--- src/rtl/uart_pkg.sv ---
// Shared constants, channel state type and divisor helper for the UART
// baud generator and its timers.
package uart_pkg;

    localparam int unsigned CLK_FRE_DEF = 50_000_000;
    localparam int unsigned BAUD_DEF    = 9600;
    localparam int unsigned OSR_DEF     = 16;
    localparam int unsigned DIV_W_DEF   = 16;

    typedef enum logic {
        CH_IDLE = 1'b0,
        CH_RUN  = 1'b1
    } ch_state_e;

    // Clocks per bit, integer division. The result is kept 32 bits wide so
    // the caller can check that it fits its own divisor width before
    // narrowing it.
    function automatic logic [31:0] calc_div(input int unsigned clk_fre,
                                             input int unsigned baud);
        return 32'(clk_fre / baud);
    endfunction

endpackage

--- src/rtl/uart_tick_cnt.sv ---
// Free-running period timer. Clear restarts the phase, enable lets it count,
// and tick is a one-cycle pulse on the last count of every period. Tick is
// combinational from the counter so the owner can register it together with
// anything else that must line up with it.
module uart_tick_cnt #(
    parameter int W = 16
) (
    input  logic         clk,
    input  logic         rst_n,
    input  logic         clear,
    input  logic         enable,
    input  logic [W-1:0] period,
    output logic         tick
);

    logic [W-1:0] cnt;
    logic         at_end;

    // '>=' rather than '==' so a counter that is somehow past the period
    // still wraps instead of running all the way round.
    assign at_end = (cnt >= (period - W'(1)));
    assign tick   = enable & ~clear & at_end;

    // Count clocks within the current period; restart on clear, idle or wrap.
    always_ff @(posedge clk or negedge rst_n) begin
        if (!rst_n) begin
            cnt <= '0;
        end else if (clear || !enable || at_end) begin
            cnt <= '0;
        end else begin
            cnt <= cnt + W'(1);
        end
    end

endmodule

--- src/rtl/uart_baud_gen.sv ---
// Two-channel baud generator. The TX channel produces one strobe per bit
// period; the RX channel produces OSR oversample ticks per bit plus a
// mid-bit sample strobe. The clocks-per-bit divisor can be reloaded at
// runtime, but only while both channels are idle.
//
// Control inputs (div_load, tx_start/tx_done, rx_start/rx_done) are
// single-cycle requests with no back-pressure: each one is acted on at the
// edge that samples it. All outputs are single-cycle registered pulses.
module uart_baud_gen
    import uart_pkg::*;
#(
    parameter int unsigned CLK_FRE   = CLK_FRE_DEF,
    parameter int unsigned BAUD_RATE = BAUD_DEF,
    parameter int unsigned OSR       = OSR_DEF,
    parameter int unsigned DIV_W     = DIV_W_DEF
) (
    input  logic             clk,
    input  logic             rst_n,
    input  logic             div_load,
    input  logic [DIV_W-1:0] div_val,
    output logic             div_err,
    input  logic             tx_start,
    input  logic             tx_done,
    output logic             tx_bps_clk,
    input  logic             rx_start,
    input  logic             rx_done,
    output logic             rx_os_tick,
    output logic             rx_sample
);

    localparam int unsigned      OS_SH        = $clog2(OSR);
    localparam int unsigned      PH_W         = OS_SH;
    localparam logic [31:0]      RST_DIV_FULL = calc_div(CLK_FRE, BAUD_RATE);
    localparam logic [DIV_W-1:0] DIV_RST      = RST_DIV_FULL[DIV_W-1:0];
    localparam logic [DIV_W-1:0] OSR_MIN      = DIV_W'(OSR);
    localparam logic [PH_W-1:0]  PH_HALF      = PH_W'(OSR / 2);

    // Elaboration-time sanity checks on the parameter set.
    generate
        if (64'(RST_DIV_FULL) >= (64'd1 << DIV_W)) begin : g_div_fit_err
            $error("uart_baud_gen: CLK_FRE/BAUD_RATE does not fit in DIV_W bits");
        end
        if ((OSR < 4) || ((OSR & (OSR - 1)) != 0)) begin : g_osr_err
            $error("uart_baud_gen: OSR must be a power of two and at least 4");
        end
    endgenerate

    logic [DIV_W-1:0] div_q;
    logic [DIV_W-1:0] os_div;
    ch_state_e        tx_state;
    ch_state_e        rx_state;
    logic [PH_W-1:0]  phase;
    logic [PH_W-1:0]  ph_nxt;
    logic             load_ok;
    logic             tx_clear;
    logic             rx_clear;
    logic             tx_tick;
    logic             rx_tick;

    // A reload while a channel is running would corrupt the bit in flight,
    // and a divisor below OSR would leave the oversample timer with period 0.
    assign load_ok  = div_load && (tx_state == CH_IDLE) && (rx_state == CH_IDLE)
                      && (div_val >= OSR_MIN);

    // Start realigns the phase; done stops it. Done while idle is harmless.
    assign tx_clear = tx_start | tx_done;
    assign rx_clear = rx_start | rx_done;
    assign ph_nxt   = phase + PH_W'(1);

    // Divisor register with its oversample copy, and the reject pulse.
    always_ff @(posedge clk or negedge rst_n) begin
        if (!rst_n) begin
            div_q   <= DIV_RST;
            os_div  <= DIV_RST >> OS_SH;
            div_err <= 1'b0;
        end else begin
            div_err <= div_load & ~load_ok;
            if (load_ok) begin
                div_q  <= div_val;
                os_div <= div_val >> OS_SH;
            end
        end
    end

    uart_tick_cnt #(.W(DIV_W)) u_tx_timer (
        .clk    (clk),
        .rst_n  (rst_n),
        .clear  (tx_clear),
        .enable (tx_state == CH_RUN),
        .period (div_q),
        .tick   (tx_tick)
    );

    uart_tick_cnt #(.W(DIV_W)) u_rx_timer (
        .clk    (clk),
        .rst_n  (rst_n),
        .clear  (rx_clear),
        .enable (rx_state == CH_RUN),
        .period (os_div),
        .tick   (rx_tick)
    );

    // TX channel FSM and its registered bit strobe; start beats done.
    always_ff @(posedge clk or negedge rst_n) begin
        if (!rst_n) begin
            tx_state   <= CH_IDLE;
            tx_bps_clk <= 1'b0;
        end else begin
            tx_bps_clk <= tx_tick;
            case (tx_state)
                CH_IDLE: if (tx_start) tx_state <= CH_RUN;
                CH_RUN:  if (!tx_start && tx_done) tx_state <= CH_IDLE;
                default: tx_state <= CH_IDLE;
            endcase
        end
    end

    // RX channel FSM, oversample phase and the registered tick/sample pair.
    // The sample is decided from the phase the tick is about to produce, so
    // it lands on the same cycle as that tick.
    always_ff @(posedge clk or negedge rst_n) begin
        if (!rst_n) begin
            rx_state   <= CH_IDLE;
            rx_os_tick <= 1'b0;
            rx_sample  <= 1'b0;
            phase      <= '0;
        end else begin
            rx_os_tick <= rx_tick;
            case (rx_state)
                CH_IDLE: if (rx_start) rx_state <= CH_RUN;
                CH_RUN:  if (!rx_start && rx_done) rx_state <= CH_IDLE;
                default: rx_state <= CH_IDLE;
            endcase
            if (rx_clear) begin
                phase     <= '0;
                rx_sample <= 1'b0;
            end else if (rx_tick) begin
                phase     <= ph_nxt;
                rx_sample <= (ph_nxt == PH_HALF);
            end else begin
                rx_sample <= 1'b0;
            end
        end
    end

endmodule

--- config.mk ---
export PLATFORM = sky130hd
export DESIGN_NAME = uart_baud_gen
export DESIGN_NICKNAME = d
export VERILOG_FILES = /design/src/rtl/uart_pkg.sv /design/src/rtl/uart_tick_cnt.sv /design/src/rtl/uart_baud_gen.sv
export SDC_FILE = /design/constraint.sdc
export NUM_CORES = 1
export LEC_CHECK = 0
export CAP_MARGIN = 0
export CORE_MARGIN = 2
export CORE_UTILIZATION = 64
export CTS_CLUSTER_DIAMETER = 80
export CTS_CLUSTER_SIZE = 30
export DETAILED_ROUTE_END_ITERATION = 8
export PLACE_DENSITY = 0.86
export SLEW_MARGIN = 20
export SYNTH_ARGS = -nofsm -noshare
export SYNTH_HDL_FRONTEND = slang
export SYNTH_SLANG_ARGS = --single-unit
--- constraint.sdc ---
create_clock -name clk -period 8.44 [get_ports clk]
set_input_delay 0.844 -clock clk [delete_from_list [all_inputs] [get_ports clk]]
set_output_delay 0.844 -clock clk [all_outputs]
set_load 0.02 [all_outputs]
; ---- Word level (Yosys, flattened, before mapping)
; Cells that the tools add are included.
; W data, S select, Z words.
[word_totals]
ff_bits = 70
[classes]
n_addsub = 5
magnitude_cmp = 3
eq_ne = 1
n_mux = 12
n_bitwise = 12
n_reduce_logical = 14
[op_table]
columns = op, n
row1 = $add A16 B1 Y16 const B, 2
row2 = $ge A16 B16 Y1, 2
row3 = $mux W16, 2
row4 = $ge A16 B5 Y1 const B, 1
row5 = $sub A16 B1 Y16 const B, 1
row6 = $sub A12 B1 Y13 const B, 1
row7 = $mux W4, 2
row8 = $mux W1, 6
row9 = $and A1 B1 Y1, 5
row10 = $logic_and A1 B1 Y1, 5
row11 = $not A1 Y1, 5
row12 = $add A4 B1 Y4 const B, 1
row13 = $eq A4 B4 Y1 const B, 1
row14 = $logic_not A1 Y1, 4
row15 = $logic_or A1 B1 Y1, 4
row16 = $pmux W1 S2, 2
row17 = $or A1 B1 Y1, 2
row18 = $reduce_bool A2 Y1, 1

; ---- Logic depth before layout (Yosys ltp)
; Gate-level depths: netlist of the first run.
[depth]
depth_word = 6
depth_mapped = 14
mapped_depth_nobuf = 13

; ---- By module
; A second synthesis of the first run with hierarchy kept.
[unflattened]
hier_cells = 387
area_unflattened_um2 = 3842.4
[by_module_without_submodules]
columns = mod, n_inst, cells_each, area_each_um2, seq_area_each_um2
row1 = uart_tick_cnt (u_tx_timer), 1, 155, 1405.1, 400.4
row2 = uart_tick_cnt (u_rx_timer), 1, 147, 1326.3, 400.4
row3 = uart_baud_gen, 1, 85, 1111.1, 656.9

; ---- Least setup slack after synthesis of the first run
; OpenSTA, ideal clock, no wires.
[synth_path]
path_type = reg-to-reg
startpoint = register div_q[4] (netlist name)
endpoint = register phase[0]
setup_ns = 0.079
t_arrival_ns = 3.035
path_slack_ns = 5.325
path_stages_with_launch = 13
n_path_buf = 0
cell_sequence = dfstp_2 -> inv_1 -> ha_1 -> nor3b_2 -> nor3b_2 -> nand2_1 -> or3_1 -> ha_1 -> and4_4 -> o211ai_2 -> o32a_4 -> a21boi_4 -> mux2i_1
[synth_rtl]
columns = item, line
row1 = end signal: assignment, uart_baud_gen.sv:138  ; phase <= ph_nxt;
row2 = end: declaration, uart_baud_gen.sv:52  ; logic [PH_W-1:0] phase;

==> results.tsv, run 1 <==
stage	metric	value	unit
outcome	outcome	finished clean	
cts	insertion_delay	340	ps
power	sw_frac_of_total	31.6	%
detailed_routing	detail_route.iter0.violations	130	
synthesis	yosysWarnings	0	
worst_setup_path	arrival	3840	ps
synthesis	synth_area	0.00381	mm2
cells_and_area	fin_cells	481	
global_route	overflow	0	
global_route	antenna_found_initial	0	
synthesis	syn_nets	428	
synthesis	yosysSeqAreaShare	38.2	%
detailed_routing	ant_nets	0	
detailed_routing	dr.pass1.iters	4	
place	gp_congestion	0.831	
cts	cts_tree	yes	
floorplan	rows	28	
cells_and_area	fillCellCount	411	
power	pwr-share-clk	31.5	%
timing	timing.fmax	0.280	GHz
cells_and_area	drive_gt1_share	14.5	%
power	p_comb_share	24.4	%
timing	tightest_slew	801	ps
global_route	grt_use_total	25.2	%
worst_setup_path	cp_cell_sequence	inv_1 -> ha_1 -> nor3b_2 -> nor3b_2 -> nand2_1 -> or3_1 -> ha_1 -> a21oi_1 -> nand2_1 -> a221oi_4 -> nand4_4 -> nor2_1	
synthesis	synthCells	367	
detailed_routing	vias_per_cell	5.78	
worst_setup_path	start_kind	register	
place	io_buffers	26	
timing	fin_crit	3570	ps
floorplan	start_util	65.2	%
floorplan	design.die.area	0.00659	mm2
cells_and_area	multi_input_area	0.00227	mm2
cts	htree_num_levels	3	
worst_setup_path	cp-end-kind	register	
cells_and_area	n_antenna_cell	0	
synthesis	synth_seq_cells	58	
detailed_routing	totalWireLength	7.48	mm
floorplan	core_area	0.00585	mm2
cts	cts_buffer_depth	2	
cells_and_area	layout_common_cells	dfrtp_1 (53), nor2_1 (45), ha_1 (38)	
floorplan	die_w	81.2	um
cts	clockRootBuffer	clkbuf_8	
worst_setup_path	worst-path-max-fanout	16	
synthesis	syn_area_per_cell	10.4	um2
power	p_int	0.532	mW
worst_setup_path	critPathMaxStageDelay	450	ps
power	p_seq_share	44.0	%
cells_and_area	regArea	0.00146	mm2
detailed_routing	drc	0	
cells_and_area	mostFrequentLayoutCell	dfrtp_1	
cts	cts_resized	0	
timing	setup_violations	0	
min_path	hp-class	reg2reg	
cts	post_cts_buffers	0	
synthesis	yosysUniqueCellTypes	53	
timing	maxSlewViolCount	0	
timing	max_slew_margin	46.5	%
global_route	grt_max_degree	59	
cts	cts_hold_buffers	0	
floorplan	ioPinCount	27	
worst_setup_path	path_class	reg2reg	
worst_setup_path	required	8710	ps
global_route	grt_pass1_vias	2750	
power	p_switching	0.245	mW
timing	hold_violations	0	
power	peakVddDrop	0.178	mV
global_route	grt_pass1_wl	12.6	mm
floorplan	die_h	81.2	um
power	leakage	1.81	nW
job	maxCapViolCount	0	
cells_and_area	area_delta_synth_final	13.6	%
worst_setup_path	crit_slowest_cell	a221oi_4	
place	place_inst	465	
timing	grt_setup_unrepaired	false	
timing	clock_skew	11.0	ps
place	place_hpwl	5.46	mm
cts	clk_pin_slew	70	ps
cts	clkSinkCount	58	
cts	cts_made_buffers	9	
timing	period_share	42.3	%
detailed_routing	wl_per_cell	15.5	um
detailed_routing	num_vias	2779	
cells_and_area	finalNetCount	462	
timing	setup_tns	0	ps
power	cellPowerDensity	180	mW/mm2
==> critical path, delay by kind of cell (launching register included) <==
| kind | cells | cell delay (ps) |
|---|---|---|
| AO/OA/AOI/OAI | 2 | 620 |
| adder cells (fa/ha/maj) | 2 | 560 |
| buffers and inverters | 1 | 100 |
| flip-flops | 1 | 390 |
| AND/OR/NAND/NOR | 7 | 1810 |
==> synth_stat cells (all sizes together) <==
cell type	count	area, um2
xor2	20	175
and4b	1	10.0
o31a	1	8.76
clkbuf	1	3.75
ha	38	475
nand3	15	80.1
o2111ai	1	8.76
a211o	1	8.76
nand4	9	71.3
and4bb	1	12.5
o21ai	5	25.0
nor3b	5	63.8
nor3	6	41.3
a221oi	2	41.3
or3	5	36.3
and2	7	43.8
dfstp	5	131
a2111oi	1	27.5
o211ai	2	25.0
mux2i	4	40.0
and3	6	37.5
o32a	1	22.5
or2	1	6.26
a21oi	13	65.1
mux2	16	180
inv	14	52.6
dfrtp	53	1330
and4	5	46.3
nor2b	2	12.5
nor2	45	169
buf	3	23.8
a21o	3	22.5
nand2b	3	26.3
o31ai	1	7.51
xnor2	31	272
a21boi	1	18.8
nand2	30	113
o21a	3	22.5
nor4	6	58.8
==> sequential cells by signal, summed over array words and instances, names as in the netlist <==
register,count
div_q,16
u_rx_timer.cnt,16
u_tx_timer.cnt,16
phase,4
div_err,1
rx_os_tick,1
rx_sample,1
rx_state,1
tx_bps_clk,1
tx_state,1
==> per-layer routing <==
| metal | vias up | GRT usage [%] | wire length, um |
|---|---|---|---|
| li1 | 1356 | - | - |
| met3 | 12 | 6.00 | 252 |
| met1 | 1356 | 32.8 | 3430 |
| met2 | 55 | 41.6 | 3690 |
| met4 | 0 | 7.80 | 105 |
| met5 | - | 0 | 0 |
==> stage by stage <==
stage	worst slack [ps]	hold WS, ps	util [%]	instance area, um2	total power, mW
6_report	4870	496	74.0	4330	0.778
5_1_grt	4660	528	74.0	4330	0.824
4_1_cts	4880	501	74.0	4330	0.783
3_5_place_dp	4980	491	70.8	4140	0.534
3_3_place_gp	5170	467	70.8	4140	0.526
2_1_floorplan	5330	443	-	3810	0.482
==> logic make-up (layout without fill, tap and decap cells) <==
group | after synthesis | in the layout | synth area share [%]
simple gates | 147 | 147 | 21.7
buf+inv | 18 | 57 | 2.10
compound gates | 35 | 35 | 7.98
fa+ha+maj | 38 | 38 | 12.5
flops | 58 | 58 | 38.2
xor+xnor | 51 | 51 | 11.7
mux | 20 | 20 | 5.78
==> area by class of cell <==
type,count,share of cell area (%)
Clock buffer,12,3.81
Inverter,14,1.21
Tap cell,75,2.17
Timing Repair Buffer,27,6.07
Clock inverter,4,0.578
Sequential cell,58,33.7
Multi-Input combinational cell,291,52.5
==> path summary, 6_finish.rpt <==
check	startpoint	endpoint	slack [ps]	depth (start not counted)
min reg2reg	u_rx_timer.cnt[0]	u_rx_timer.cnt[0]	500	1
max	div_q[4]	u_rx_timer.cnt[14]	4870	12
max reg2reg	div_q[4]	u_rx_timer.cnt[14]	4870	12
min	u_rx_timer.cnt[0]	u_rx_timer.cnt[0]	500	1
max in group asynchronous	rst_n	tx_bps_clk	7320	2
min in group asynchronous	rst_n	u_rx_timer.cnt[11]	640	2
==> power groups by stage <==
stage | combinational [mW] | clock (mW) | sequential (mW)
final | 0.190 | 0.245 | 0.342
after global routing | 0.213 | 0.264 | 0.347
after CTS | 0.191 | 0.250 | 0.342
after detailed placement | 0.188 | 0 | 0.347
after global placement | 0.180 | 0 | 0.345
after floorplan | 0.145 | 0 | 0.337
Note: power is estimated with default switching activity, not from simulation.
==> run 2, diff against run 1 <==
--- a/config.mk
+++ b/config.mk
@@ -7,11 +7,11 @@
 export LEC_CHECK = 0
 export CAP_MARGIN = 0
 export CORE_MARGIN = 2
-export CORE_UTILIZATION = 64
+export CORE_UTILIZATION = 54
 export CTS_CLUSTER_DIAMETER = 80
 export CTS_CLUSTER_SIZE = 30
 export DETAILED_ROUTE_END_ITERATION = 8
-export PLACE_DENSITY = 0.86
+export PLACE_DENSITY = 0.77
 export SLEW_MARGIN = 20
 export SYNTH_ARGS = -nofsm -noshare
 export SYNTH_HDL_FRONTEND = slang
==> constraint.sdc (replaced) <==
create_clock -name clk -period 3.27 [get_ports clk]
set_input_delay 0.327 -clock clk [delete_from_list [all_inputs] [get_ports clk]]
set_output_delay 0.327 -clock clk [all_outputs]
set_load 0.02 [all_outputs]
==> results.tsv, run 2 (synthesis results as in run 1) <==
stage	metric	value	unit	change
cts	htree_num_levels	3		unchanged
timing	setup_violations	0		unchanged
floorplan	ioPinCount	27		unchanged
global_route	grt_util_met3	6.13	%	+0.13 points
worst_setup_path	cp-end-kind	register		
detailed_routing	wl_per_cell	15.4	um	-1.0%
floorplan	die_h	88.0	um	+8.4%
power	p_comb_share	27.7	%	+3.3 points
cells_and_area	drive_gt1_share	19.9	%	+5.3 points
timing	timing.fmax	0.320	GHz	+14%
global_route	grt_max_degree	39		-34%
cts	clkSinkCount	58		unchanged
cells_and_area	layout_common_cells	dfrtp_1 (53), nor2_1 (45), ha_1 (34)		
detailed_routing	dr.pass1.iters	4		unchanged
power	p_seq_share	43.9	%	about the same
detailed_routing	totalWireLength	7.91	mm	+5.7%
timing	grt_setup_unrepaired	true		
cells_and_area	largestRegisters	div_q: 16 flops, u_rx_timer.cnt: 16 flops, u_tx_timer.cnt: 16 flops		
cts	clk_pin_slew	70	ps	about the same
floorplan	start_util	55.8	%	-9.4 points
power	peakVddDrop	0.297	mV	+67%
floorplan	design.die.area	0.00775	mm2	+18%
place	post-place-ws	-5.39	ps	-4990 ps
timing	setup_tns	0	ps	unchanged
timing	maxSlewViolCount	0		unchanged
timing	clock_skew	7.98	ps	-2.97 ps
global_route	grt_pass1_vias	2753		+0.11%
floorplan	core_area	0.00683	mm2	+17%
cells_and_area	n_antenna_cell	0		unchanged
timing	worst_slack	148	ps	-4720 ps
cells_and_area	finalNetCount	474		+2.6%
global_route	overflow	0		unchanged
cts	cts_hold_buffers	0		unchanged
cells_and_area	fillCellCount	529		+29%
global_route	met1_usage	28.3	%	-4.4 points
min_path	hp-class	in2async		
place	place_hpwl	5.60	mm	+2.6%
detailed_routing	detail_route.iter0.violations	167		+28%
cells_and_area	final_area	0.00456	mm2	+5.3%
power	sw_frac_of_total	32.3	%	+0.71 points
cts	cts_made_buffers	9		unchanged
global_route	busiest_layer	met2		
detailed_routing	vias_per_cell	5.55		-4.0%
cts	cts_buffer_depth	2		unchanged
detailed_routing	ant_nets	0		unchanged
worst_setup_path	required	3530	ps	-5180 ps
place	io_buffers	26		unchanged
cells_and_area	area_delta_synth_final	19.7	%	
job	maxCapViolCount	0		unchanged
timing	fin_crit	3120	ps	-450 ps
cts	clockRootBuffer	clkbuf_8		
power	p_switching	0.651	mW	+170%
cts	insertion_delay	340	ps	about the same
worst_setup_path	cpMostUsedCell	nor3b_4		
power	pwr-share-clk	28.4	%	-3.1 points
timing	timing.hold.ws	81.6	ps	-414 ps
worst_setup_path	crit_slowest_cell	or3_4		
global_route	grt_use_total	21.9	%	-3.3 points
timing	hold_violations	0		unchanged
power	cellPowerDensity	442	mW/mm2	+150%
cts	cts_tree	yes		
timing	period_share	95.5	%	+53 points
timing	tightest_slew	819	ps	+18.1 ps
global_route	grt.met2_usage	35.6	%	-6.0 points
power	leakage	1.92	nW	+6.3%
cells_and_area	mostFrequentLayoutCell	dfrtp_1		
detailed_routing	drc	0		unchanged
place	dpl_cell_area	0.00421	mm2	+1.5%
global_route	antenna_found_initial	0		unchanged
worst_setup_path	critPathMaxStageDelay	410	ps	-40 ps
worst_setup_path	cp_cell_sequence	inv_2 -> ha_4 -> nor3b_4 -> nor3b_4 -> nand2_1 -> or3_4 -> ha_1 -> and4_4 -> o211ai_2 -> o32a_4 -> a21boi_4 -> mux2i_1		
floorplan	die_w	88.0	um	+8.4%
power	p_int	1.37	mW	+160%
worst_setup_path	worst-path-max-fanout	5		-11
outcome	outcome	finished clean		
detailed_routing	num_vias	2852		+2.6%
floorplan	rows	30		+7.1%
place	gp_congestion	0.822		-1.1%
worst_setup_path	path_class	reg2reg		
worst_setup_path	start_kind	register		
worst_setup_path	arrival	3380	ps	-460 ps
global_route	grt_pass1_wl	13.0	mm	+3.1%
timing	max_slew_margin	45.4	%	-1.1 points
[run 2: cell types whose count changed in the layout (fill, tap and decap cells not counted), moves of 3 or more]
cell     change
buf_4        +8
ha_1         -4
ha_4         +4
a21oi_1      -3
[run 2: repair_timing]
action / 4_1_cts / 5_1_grt
gates cloned: 0 / 2
gates resized for setup: 3 / 18
buffers inserted: 0 / 5
endpoints found under the setup margin: 10 / 39
endpoints found under the hold margin: 0 / 0
pin swaps: 0 / 7
[run 2: area by class of cell]
class	count	area [um2]	area share, %
Multi-Input combinational cell	293	2420	52.9
Sequential cell	58	1460	31.9
Timing Repair Buffer	37	345	7.57
Clock buffer	11	141	3.10
Tap cell	96	120	2.63
Inverter	14	52.6	1.15
Clock inverter	5	30.0	0.658
[run 2: worst paths after layout]
check | endpoint | slack [ps] | depth (start not counted) | startpoint
setup / recovery | phase[0] | 150 | 12 | div_q[4]
hold reg to reg | u_rx_timer.cnt[0] | 500 | 1 | u_rx_timer.cnt[0]
min in group clk | u_rx_timer.cnt[0] | 500 | 1 | u_rx_timer.cnt[0]
max in group asynchronous | div_q[13] | 2390 | 2 | rst_n
setup reg to reg | phase[0] | 150 | 12 | div_q[4]
hold / removal | rx_state | 80 | 1 | rst_n
[run 2: power groups by stage]
stage	logic, mW	clock network, mW	registers [mW]
finish	0.558	0.573	0.886
global route	0.623	0.633	0.896
CTS	0.518	0.586	0.883
detailed placement	0.506	0	0.891
global placement	0.487	0	0.887
floorplan	0.374	0	0.869
[run 2: per-stage QoR]
stage	util, %	cells	power, mW
4_1_cts	64.4	507	1.99
5_1_grt	66.8	514	2.15
2_1_floorplan	-	367	1.24
3_5_place_dp	61.6	491	1.40
3_3_place_gp	61.6	491	1.37
6_report	66.8	514	2.02
[run 2: critical path: cells and delay by family (launching register included)]
kind	cells	cell delay, ps
mux	1	200
buf+inv	1	90
fa+ha+maj	2	460
compound gates	3	660
simple gates	5	1250
flops	1	390
[run 2: layer usage]
layer | share of wire, % | up-vias
li1 | - | 1385
met1 | 45 | 1393
met2 | 50 | 59
met3 | 3.5 | 15
met4 | 1.7 | 0
met5 | 0 | -
==> run 3, diff against run 2 <==
--- a/config.mk
+++ b/config.mk
@@ -9,7 +9,7 @@
 export CORE_MARGIN = 2
 export CORE_UTILIZATION = 54
 export CTS_CLUSTER_DIAMETER = 80
-export CTS_CLUSTER_SIZE = 30
+export CTS_CLUSTER_SIZE = 8
 export DETAILED_ROUTE_END_ITERATION = 8
 export PLACE_DENSITY = 0.77
 export SLEW_MARGIN = 20
==> results of run 3 <==
The final DEF is identical to that of run 2; final timing and power are the same.
